===== src/rtl/conv2_window_buf.sv =====
// conv2_window_buf: raster-stream line buffer that emits 5x5 pixel windows.
// Pixels enter a shift buffer long enough to span four full rows plus one
// window width. When the pixel being accepted completes a window (row and
// column both at least FILTER_SIZE-1), the 25 window pixels are registered
// onto data_out_* together with a one-cycle valid_out pulse.
// Handshake: valid_in qualifies data_in for one cycle, and there is no
// ready/backpressure. valid_out is a one-cycle pulse that the consumer must
// take. data_out_* hold their last window between pulses.
module conv2_window_buf #(
   parameter int WIDTH       = 12,
   parameter int HEIGHT      = 12,
   parameter int FILTER_SIZE = 5,
   parameter int DATA_BITS   = 12
) (
   input  logic                 clk,
   input  logic                 rst,
   input  logic                 valid_in,
   input  logic [DATA_BITS-1:0] data_in,
   output logic [DATA_BITS-1:0] data_out_0,
   output logic [DATA_BITS-1:0] data_out_1,
   output logic [DATA_BITS-1:0] data_out_2,
   output logic [DATA_BITS-1:0] data_out_3,
   output logic [DATA_BITS-1:0] data_out_4,
   output logic [DATA_BITS-1:0] data_out_5,
   output logic [DATA_BITS-1:0] data_out_6,
   output logic [DATA_BITS-1:0] data_out_7,
   output logic [DATA_BITS-1:0] data_out_8,
   output logic [DATA_BITS-1:0] data_out_9,
   output logic [DATA_BITS-1:0] data_out_10,
   output logic [DATA_BITS-1:0] data_out_11,
   output logic [DATA_BITS-1:0] data_out_12,
   output logic [DATA_BITS-1:0] data_out_13,
   output logic [DATA_BITS-1:0] data_out_14,
   output logic [DATA_BITS-1:0] data_out_15,
   output logic [DATA_BITS-1:0] data_out_16,
   output logic [DATA_BITS-1:0] data_out_17,
   output logic [DATA_BITS-1:0] data_out_18,
   output logic [DATA_BITS-1:0] data_out_19,
   output logic [DATA_BITS-1:0] data_out_20,
   output logic [DATA_BITS-1:0] data_out_21,
   output logic [DATA_BITS-1:0] data_out_22,
   output logic [DATA_BITS-1:0] data_out_23,
   output logic [DATA_BITS-1:0] data_out_24,
   output logic                 valid_out
);

   localparam int DEPTH = WIDTH * (FILTER_SIZE - 1) + FILTER_SIZE;
   localparam int NWIN  = FILTER_SIZE * FILTER_SIZE;
   localparam int CW    = $clog2(WIDTH);
   localparam int RW    = $clog2(HEIGHT);

   localparam logic [CW-1:0] COL_LAST = CW'(WIDTH - 1);
   localparam logic [RW-1:0] ROW_LAST = RW'(HEIGHT - 1);
   localparam logic [CW-1:0] COL_MIN  = CW'(FILTER_SIZE - 1);
   localparam logic [RW-1:0] ROW_MIN  = RW'(FILTER_SIZE - 1);

   logic [DATA_BITS-1:0] shift_q [DEPTH];
   logic [DATA_BITS-1:0] shift_d [DEPTH];
   logic [DATA_BITS-1:0] win_q   [NWIN];
   logic [CW-1:0]        col_q;
   logic [RW-1:0]        row_q;
   logic                 accept;
   logic                 fire;
   logic                 valid_q;

   // A pixel is accepted on any valid cycle that is not a reset cycle.
   // It completes a window only once the counters are past the top and left
   // borders, which also keeps stale pixels from the previous row or frame out.
   always_comb begin
      accept = valid_in && !rst;
      fire   = accept && (row_q >= ROW_MIN) && (col_q >= COL_MIN);
   end

   // Buffer contents as they will be after this accept: entry k holds the pixel accepted k accepts ago.
   always_comb begin
      shift_d[0] = data_in;
      for (int k = 1; k < DEPTH; k++) begin
         shift_d[k] = shift_q[k-1];
      end
   end

   // Shift buffer advances only on accepted pixels. It needs no reset because firing is counter-gated.
   always_ff @(posedge clk) begin
      if (accept) begin
         shift_q <= shift_d;
      end
   end

   // Raster position of the pixel being accepted. It wraps per row and per frame.
   always_ff @(posedge clk) begin
      if (rst) begin
         col_q <= '0;
         row_q <= '0;
      end else if (accept) begin
         if (col_q == COL_LAST) begin
            col_q <= '0;
            if (row_q == ROW_LAST) begin
               row_q <= '0;
            end else begin
               row_q <= row_q + 1'b1;
            end
         end else begin
            col_q <= col_q + 1'b1;
         end
      end
   end

   // Register the window taken from the post-shift view. Window (i,j) is (FS-1-i) rows and (FS-1-j) cols back.
   always_ff @(posedge clk) begin
      if (rst) begin
         for (int k = 0; k < NWIN; k++) begin
            win_q[k] <= '0;
         end
      end else if (fire) begin
         for (int i = 0; i < FILTER_SIZE; i++) begin
            for (int j = 0; j < FILTER_SIZE; j++) begin
               win_q[i*FILTER_SIZE + j] <= shift_d[(FILTER_SIZE-1-i)*WIDTH + (FILTER_SIZE-1-j)];
            end
         end
      end
   end

   // One-cycle pulse following each window-completing accept.
   always_ff @(posedge clk) begin
      if (rst) begin
         valid_q <= 1'b0;
      end else begin
         valid_q <= fire;
      end
   end

   assign valid_out   = valid_q;
   assign data_out_0  = win_q[0];
   assign data_out_1  = win_q[1];
   assign data_out_2  = win_q[2];
   assign data_out_3  = win_q[3];
   assign data_out_4  = win_q[4];
   assign data_out_5  = win_q[5];
   assign data_out_6  = win_q[6];
   assign data_out_7  = win_q[7];
   assign data_out_8  = win_q[8];
   assign data_out_9  = win_q[9];
   assign data_out_10 = win_q[10];
   assign data_out_11 = win_q[11];
   assign data_out_12 = win_q[12];
   assign data_out_13 = win_q[13];
   assign data_out_14 = win_q[14];
   assign data_out_15 = win_q[15];
   assign data_out_16 = win_q[16];
   assign data_out_17 = win_q[17];
   assign data_out_18 = win_q[18];
   assign data_out_19 = win_q[19];
   assign data_out_20 = win_q[20];
   assign data_out_21 = win_q[21];
   assign data_out_22 = win_q[22];
   assign data_out_23 = win_q[23];
   assign data_out_24 = win_q[24];

endmodule


===== config.mk =====
export PLATFORM = sky130hd
export DESIGN_NAME = conv2_window_buf
export DESIGN_NICKNAME = d
export VERILOG_FILES = /design/src/rtl/conv2_window_buf.sv
export SDC_FILE = /design/constraint.sdc
export NUM_CORES = 1
export LEC_CHECK = 0
export CAP_MARGIN = 10
export CORE_MARGIN = 2
export CORE_UTILIZATION = 35
export DETAILED_ROUTE_END_ITERATION = 6
export SLEW_MARGIN = 40
export SYNTH_ARGS = -nofsm -noshare
export SYNTH_HDL_FRONTEND = slang
export SYNTH_SLANG_ARGS = --single-unit

===== constraint.sdc =====
create_clock -name clk -period 18.08 [get_ports clk]
set_clock_uncertainty 0.15 [all_clocks]
set_input_delay 3.616 -clock clk [delete_from_list [all_inputs] [get_ports clk]]
set_output_delay 3.616 -clock clk [all_outputs]
set_load 0.01 [all_outputs]

==> flow_summary.ini, run 1 <==
[drt]
drt-total-wl_um = 50000
dr.pass1.iters = 4
via_per_inst = 4.27
drc = 0
antenna_left = 0
avgRoutedWirePerCell_um = 17.1
drtIter0Drc = 1159
via_count = 12500

[floorplan]
rows = 107
chipWidth_um = 298
core_area_um2 = 85400
die-height_um = 298
floorplan.initialDensity = 0.355
ios = 316
dieArea_um2 = 88900

[sta]
max-slew-margin-rel = 0.471
rsz0062_at_grt = no
min_period_ns = 7.66
setup_viol = 0
maxSlewViolCount = 0
hold_viol_final = 0
min_period_over_period = 0.424
fin_setup_tns_ns = 0
fmax_ghz = 0.131
tightest_slew_ns = 0.793

[synthesis]
synth_top_area_frac = 0.916
syn_nets = 1323
synth_cells = 1306
syn_area_um2 = 30300
yosysUniqueCellTypes = 32
synth_seq_area_share = 0.922
synth.avg_cell_area_um2 = 23.2
synth_area_leader_cell = edfxtp_1
ys.warnings.count = 0
synth_seq_cells = 933
synth_top_cells_by_area = edfxtp_1 92%, and2_1 4.5%, nor2b_1 1.7%

[placed_design]
placed_cell_area_um2 = 34800
gp_congestion = 0.728
dp_hpwl_um = 29200
port_buffers = 315

[setup_path]
critPathArrivalTime_ns = 7.77
startpoint = valid_in
start_kind = input pin
cp-end-kind = flop
cp_data_required_time_ns = 18.19
worstReg2RegStart = row_q[3]$_SDFFE_PP0P_
worstSetupPathType = input pin to flop
reg2reg_depth = 8
path_max_fanout = 70

[global_route]
grt-ovfl-total = 0
grt_pass1_vias = 12800
grtUsageTotal = 0.110
grt_pass1_wl_um = 76100
grt_max_degree = 138
antenna_found_initial = 2

[layout]
antenna_cells = 0
syn2layout_area_growth_pct = 25.5
layout.nets = 1714
fill_cells = 7339
multi_input_area_um2 = 2130
layout-drive-gt1-share = 0.0894
seq_area_um2 = 27900
fin_area_um2 = 38000

[clock_network]
clkLatencyLatePin_ns = 0.64
clkSinkCount = 933
cts_max_level = 3
hold_buffers = 0
root_buffer = clkbuf_16
cts_resized = 0
cts_tree = built
cts_made_buffers = 95
clkTransAtPathRegs_ns = 0.06
postCtsSetupBuffers = 0
clk_path_buf_depth = 3

[job]
maxCapViolCount = 0

[power]
power_mw = 4.59
powerDensity_nw_per_um2 = 121
ir_worst_vdd_uv = 80.2
p_leak_nw = 12.8

[outcome]
run_status = finished clean

[hold_path]
holdCritPathClass = flop to flop
min-delay-start = shift_d[255]$_DFFE_PP_
hold_depth = 0
## kinds of logic after synthesis
logic type | synth area share
flops | 0.922
simple gates | 0.0665
buf+inv | 0.00773
compound gates | 0.00190
mux | 0.000661
fa+ha+maj | 0.000826
xor+xnor | 0.000289
## worst max-delay path, cell delays in order
cell	delay [ns]
clkdlybuf4s50_1	0.58
nand2b_2	0.22
nor3_4	0.22
buf_4	0.32
buf_12	0.24
or2_4	0.55
buf_4	0.68
buf_6	0.58
buf_6	0.57
## worst paths after layout
check                               endpoint  slack (ns)
hold / removal        shift_d[243]$_DFFE_PP_        0.25
setup / recovery  win_q[0][40]$_SDFFCE_PN0P_       10.42
hold reg to reg       shift_d[243]$_DFFE_PP_        0.25
setup reg to reg  win_q[0][40]$_SDFFCE_PN0P_       13.77
## synth_stat cells (all sizes together)
library cell / n
a211oi: 2
a21oi: 3
and2: 216
and3b: 1
buf: 15
clkbuf: 20
dfxtp: 9
edfxtp: 924
ha: 2
inv: 2
mux2i: 2
nand2: 1
nand2b: 3
nand3: 2
nand4b: 1
nor2: 5
nor2b: 84
nor3: 2
o21ai: 4
o31ai: 1
or2: 1
or3: 1
or3b: 1
or4: 3
xor2: 1
## sequential cells by signal (all words and copies together), names as in the netlist
signal     count
shift_d      624
win_q        300
col_q          4
row_q          4
valid_out      1
## final cells by class
cell class                      count  area share
Timing Repair Buffer              329      0.0875
Sequential cell                   933       0.735
Multi-Input combinational cell    336      0.0561
Clock buffer                      120      0.0666
Inverter                            2    0.000527
Clock inverter                     58      0.0169
Tap cell                         1144      0.0377
## per-layer routing
layer  track usage  wire length, um  part of all wire
met5             0                0                 0
met3        0.0469             4770             0.095
met1         0.144            21500              0.43
met2         0.164            22400              0.45
met4        0.0380             1390             0.028
## report_power, final
| part | internal [mW] | total [mW] | switching, mW |
|---|---|---|---|
| Clock | 1.17 | 1.97 | 0.800 |
| Combinational | 0.0517 | 0.125 | 0.0732 |
| Sequential | 2.46 | 2.49 | 0.0299 |
| Total | 3.68 | 4.59 | 0.903 |
## layout by cell type, fill, tap and decap left out, types with 2 or more instances in the layout
master,synthesis,layout
edfxtp_1,924,924
clkdlybuf4s50_1,0,314
and2_1,216,216
clkbuf_16,0,97
nor2b_1,84,84
clkbuf_1,18,21
clkinv_2,0,20
clkinv_1,0,19
bufinv_16,0,12
dfxtp_1,9,9
buf_6,10,7
nor2_1,5,5
buf_4,1,5
o21ai_0,4,4
or4_1,3,3
a21oi_1,3,3
mux2i_1,2,2
nand2b_1,2,2
nand3_1,2,2
a211oi_1,2,2
ha_1,2,2
clkinv_4,0,2
inv_16,0,2
clkbuf_8,0,2
buf_12,0,2
## metrics by stage
step	instances	setup WS (ns)	hold slack (ns)	utilization
6_report	2922	10.42	0.254	0.445
5_1_grt	2922	10.10	0.262	0.445
4_1_cts	2921	9.77	0.246	0.445
3_5_place_dp	2743	9.09	0.255	0.408
3_3_place_gp	2742	9.27	0.250	0.407
2_1_floorplan	1306	1.11	0.250	-
(Power assumes the default switching activity.)
==> run 2: changes to the inputs <==
==> constraint.sdc (replaced) <==
create_clock -name clk -period 7 [get_ports clk]
set_clock_uncertainty 0.15 [all_clocks]
set_input_delay 1.4 -clock clk [delete_from_list [all_inputs] [get_ports clk]]
set_output_delay 1.4 -clock clk [all_outputs]
set_load 0.01 [all_outputs]
==> run 2 against run 1 <==
Global-route usage is 0.13 points higher. Wire length is 0.80% higher. Final cell count is 0.21% lower. Register-to-register slack worse by 9.2 ns. Worst hold slack worse by 0.022 ns. Critical path depth is 3 lower. Count of clock-buffer cells in the layout is 1 lower. Sequential power grew to 2.6 times the previous value. Sequential share of layout area is 0.073 points higher. Combinational power grew to 2.7 times the previous value. Setup slack worse by 7.6 ns.
==> flow_summary.ini, run 2 (synthesis gave the netlist of run 1 again) <==
[clock_network]
clkSinkCount = 933
postCtsSetupBuffers = 0
cts_max_level = 3
clkTransAtPathRegs_ns = 0.06
cts_made_buffers = 94
cts_resized = 0
clkLatencyLatePin_ns = 0.64
cts_tree = built
clk_path_buf_depth = 3
hold_buffers = 0
root_buffer = clkbuf_16

[sta]
min_period_over_period = 0.594
min_period_ns = 4.16
max-slew-margin-rel = 0.406
setup_viol = 0
fin_setup_tns_ns = 0
maxSlewViolCount = 0
tightest_slew_ns = 0.891
hold_viol_final = 0
rsz0062_at_grt = no
fmax_ghz = 0.241

[layout]
layout.nets = 1716
post-route-util = 0.445
antenna_cells = 0
layout-drive-gt1-share = 0.0897
fill_cells = 7352
syn2layout_area_growth_pct = 25.4
instances_no_fill = 2916
mostFrequentLayoutCells = 924 x edfxtp_1, 314 x clkdlybuf4s50_1, 216 x and2_1
largest_reg_flops = 624
final_common_cell = edfxtp_1

[placed_design]
placed_cells = 2746
port_buffers = 315
dp_hpwl_um = 29800
gp_congestion = 0.738

[setup_path]
start_kind = input pin
cp_data_required_time_ns = 7.09
timing.rr.end = win_q[0][32]$_SDFFCE_PN0P_
worstReg2RegStart = col_q[3]$_SDFFE_PP0P_
critPathArrivalTime_ns = 4.25
path_max_fanout = 115
reg2reg_depth = 5
reg2reg_setup_slack_ns = 4.53
startpoint = valid_in
cp-end-kind = flop
worstSetupPathType = input pin to flop

[hold_path]
holdCritPathClass = flop to flop
hold_depth = 0
hold_path_end = shift_d[362]$_DFFE_PP_
min-delay-start = shift_d[374]$_DFFE_PP_

[drt]
via_per_inst = 4.30
via_count = 12500
drtIter0Drc = 1030
drc = 0
avgRoutedWirePerCell_um = 17.3
dr.pass1.iters = 5
drt-total-wl_um = 50400
antenna_left = 0

[power]
powerDensity_nw_per_um2 = 309
ir_worst_vdd_uv = 210
p_leak_nw = 12.8

[floorplan]
rows = 107
die-height_um = 298
floorplan.initialDensity = 0.355
chipWidth_um = 298
core_area_um2 = 85400
ios = 316
dieArea_um2 = 88900

[global_route]
top_usage_layer = met2
met3_usage = 0.0490
grtUsageMet1 = 0.147
grt_pass1_wl_um = 76500
grt_util_met2 = 0.164
grt-ovfl-total = 0
grt_pass1_vias = 12800
antenna_found_initial = 5
grt_max_degree = 137
grtUsageTotal = 0.111

[job]
maxCapViolCount = 0

[outcome]
run_status = finished clean
==> run 2: cell types whose count changed in the layout (fill, tap and decap cells not counted), moves of 2 or more <==
cell        change
bufinv_16       -2
clkinvlp_4      +3
clkinv_2        -3
buf_4           +3
clkinv_1        -7
buf_6           -3
clkbuf_16       -2
buf_12          +2
==> run 2: stage by stage <==
stage                     setup WS (ns)  cell area, um^2  total power, mW  hold slack [ns]
after floorplan                   -4.46            30300             6.73            0.250
after global placement             2.42            34800             6.88            0.251
after detailed placement           2.20            34900             6.90            0.255
after CTS                          2.88            38000             11.9            0.236
after global routing               2.71            38000             12.2            0.248
final                              2.84            38000             11.7            0.232
==> run 2: critical path, cell delays in order <==
cell and delay, ns:
clkdlybuf4s50_1 0.61, nand2b_4 0.12, clkinvlp_4 0.43, buf_4 0.64
buf_12 0.44, buf_16 0.40
==> run 2: report_power, final <==
| group | total, mW | switching (mW) | internal (mW) |
|---|---|---|---|
| clock | 4.96 | 2.06 | 2.91 |
| combinational | 0.332 | 0.194 | 0.138 |
| sequential | 6.44 | 0.0756 | 6.36 |
==> run 2: area by class of cell <==
class | instances | area, um^2 | share of cell area
Sequential cell | 933 | 27900 | 0.735
Clock inverter | 50 | 599 | 0.0158
Inverter | 2 | 11.3 | 0.000297
Timing Repair Buffer | 332 | 3380 | 0.0891
Multi-Input combinational cell | 336 | 2140 | 0.0563
Clock buffer | 119 | 2490 | 0.0655
Tap cell | 1144 | 1430 | 0.0377
==> run 2: how the worst max path moves through the flow <==
stage | end | slack [ns] | cells past startpoint
2_1_floorplan | shift_d[0]$_DFFE_PP_ | -4.46 | 2
3_3_place_gp | shift_d[17]$_DFFE_PP_ | 2.42 | 5
3_5_place_dp | shift_d[3]$_DFFE_PP_ | 2.20 | 6
4_1_cts | shift_d[110]$_DFFE_PP_ | 2.88 | 6
5_1_grt | shift_d[110]$_DFFE_PP_ | 2.71 | 6
6_report | shift_d[45]$_DFFE_PP_ | 2.84 | 6
==> run 2: routing by layer <==
layer / part of all wire / wire length (um)
met5: 0 / 0
met3: 0.10 / 5090
met1: 0.43 / 21900
met4: 0.019 / 955
met2: 0.45 / 22500
==> run 3: changes to the inputs <==
==> constraint.sdc (replaced) <==
create_clock -name clk -period 3.7 [get_ports clk]
set_clock_uncertainty 0.15 [all_clocks]
set_input_delay 0.74 -clock clk [delete_from_list [all_inputs] [get_ports clk]]
set_output_delay 0.74 -clock clk [all_outputs]
set_load 0.01 [all_outputs]
==> run 3 against run 2 <==
Sequential share of layout area down 0.45 points. First-iteration DRC count down 9.4%. Die area unchanged. Combinational power up 98%. Power up 89%. Global-route usage up 0.18 points. Count of clock-buffer cells in the layout down 5. Clock power up 89%. Non-clock buffer count up 11. Setup slack worse by 1.7 ns. Flip-flop and latch count unchanged. Critical endpoint is now win_q[0][84]$_SDFFCE_PN0P_.
==> flow_summary.ini, run 3 (synthesis gave the netlist of run 1 again) <==
[clock_network]
clkLatencyLatePin_ns = 0.64
cts_max_level = 3
root_buffer = clkbuf_16
clkSinkCount = 933
hold_buffers = 0
clk_path_buf_depth = 3
cts_tree = built
clkTransAtPathRegs_ns = 0.06
cts_made_buffers = 95
postCtsSetupBuffers = 0
cts_resized = 0

[layout]
layout-drive-gt1-share = 0.0968
mostFrequentLayoutCells = 924 x edfxtp_1, 314 x clkdlybuf4s50_1, 216 x and2_1
fin_area_um2 = 38200
syn2layout_area_growth_pct = 26.2
largest_reg_flops = 624
fill_cells = 7337
layout.nets = 1728
antenna_cells = 0
final_common_cell = edfxtp_1
post-route-util = 0.447

[sta]
min_period_over_period = 0.693
maxSlewViolCount = 0
setup_viol = 0
fmax_ghz = 0.390
setup_ws_ns = 1.14
min_period_ns = 2.56
hold_viol_final = 0
max-slew-margin-rel = 0.526
tightest_slew_ns = 0.711
rsz0062_at_grt = no

[floorplan]
chipWidth_um = 298
core_area_um2 = 85400
dieArea_um2 = 88900
ios = 316
die-height_um = 298
floorplan.initialDensity = 0.355
rows = 107

[setup_path]
reg2reg_setup_slack_ns = 1.52
path_max_fanout = 44
critPathArrivalTime_ns = 2.67
reg2reg_depth = 4
startpoint = valid_in
worstReg2RegStart = row_q[2]$_SDFFE_PP0P_
critPathCapture = win_q[0][84]$_SDFFCE_PN0P_
cp-end-kind = flop
worstSetupPathType = input pin to flop
cp_data_required_time_ns = 3.81
timing.rr.end = win_q[0][84]$_SDFFCE_PN0P_
start_kind = input pin

[power]
powerDensity_nw_per_um2 = 581
power_frac_clock = 0.422
seqPwrFrac = 0.549
p_leak_nw = 12.9
p_comb_frac = 0.030
power.internal_mw = 17.7
p_switching_mw = 4.46
ir_worst_vdd_uv = 379
p_sw_frac = 0.201

[placed_design]
port_buffers = 315
gp_congestion = 0.758
pre_cts_ws_ns = 0.472
placed_cell_area_um2 = 35100
dp_hpwl_um = 30000

[drt]
antenna_left = 0
avgRoutedWirePerCell_um = 17.4
drt-total-wl_um = 50900
dr.pass1.iters = 5
via_per_inst = 4.28
via_count = 12600
drtIter0Drc = 933
drc = 0

[global_route]
grt_max_degree = 218
grt-ovfl-total = 0
grt_pass1_vias = 12900
antenna_found_initial = 3
grt_pass1_wl_um = 77600
grtUsageTotal = 0.113

[hold_path]
holdCritPathClass = flop to flop

[outcome]
run_status = finished clean

[job]
maxCapViolCount = 0
-- run 3: cell types whose count changed in the layout (fill, tap and decap cells not counted), moves of 3 or more --
| cell | change |
|---|---|
| buf_12 | +14 |
| buf_6 | -3 |
| clkbuf_1 | -6 |
| clkinv_1 | +8 |
| clkinv_2 | -3 |
| clkinvlp_4 | +4 |
| inv_16 | -3 |
| inv_6 | +4 |
-- run 3: per-stage QoR --
stage	total power [mW]	cells	hold WS, ns	setup TNS (ns)
after floorplan	12.7	1306	0.250	-4535.31
after CTS	22.6	2931	0.246	0
after detailed placement	13.1	2757	0.255	0
after global routing	23.0	2932	0.261	0
final	22.2	2932	0.244	0
after global placement	13.1	2757	0.251	0
-- run 3: how the worst min path moves through the flow --
| stage | startpoint | endpoint | cells after the start |
|---|---|---|---|
| after detailed placement | shift_d[128]$_DFFE_PP_ | shift_d[116]$_DFFE_PP_ | 0 |
| after global routing | shift_d[406]$_DFFE_PP_ | shift_d[394]$_DFFE_PP_ | 0 |
| after global placement | shift_d[220]$_DFFE_PP_ | shift_d[208]$_DFFE_PP_ | 0 |
| after CTS | shift_d[400]$_DFFE_PP_ | shift_d[388]$_DFFE_PP_ | 0 |
| after floorplan | shift_d[112]$_DFFE_PP_ | shift_d[100]$_DFFE_PP_ | 0 |
| final | shift_d[400]$_DFFE_PP_ | shift_d[388]$_DFFE_PP_ | 0 |
-- run 3: area by class of cell --
type,count,area (um^2),share of cell area
Sequential cell,933,27900,0.731
Timing Repair Buffer,343,3610,0.0945
Clock buffer,114,2500,0.0655
Multi-Input combinational cell,336,2140,0.0560
Tap cell,1144,1430,0.0375
Clock inverter,60,594,0.0156
Inverter,2,11.3,0.000295
-- run 3: critical path, cell delays in order --
cell and delay, ns:
clkdlybuf4s50_1 0.62, nand2b_4 0.13, nor3_4 0.26, or2_4 0.34, buf_4 0.53
-- run 3: power by group through the flow --
stage / Sequential, mW / Clock, mW / Combinational, mW
after floorplan: 12.5 / 0 / 0.183
after global placement: 12.4 / 0 / 0.662
after detailed placement: 12.4 / 0 / 0.672
after CTS: 12.2 / 9.70 / 0.674
after global routing: 12.2 / 10.1 / 0.710
final: 12.2 / 9.36 / 0.656
-- run 3: layer usage --
layer  GRT usage  vias to the layer above  part of all wire
met4      0.0388                        0             0.023
met3      0.0504                       91              0.10
met5           0                        -                 0
li1            -                     5767                 -
met2       0.167                      381              0.45
met1       0.147                     6319              0.43
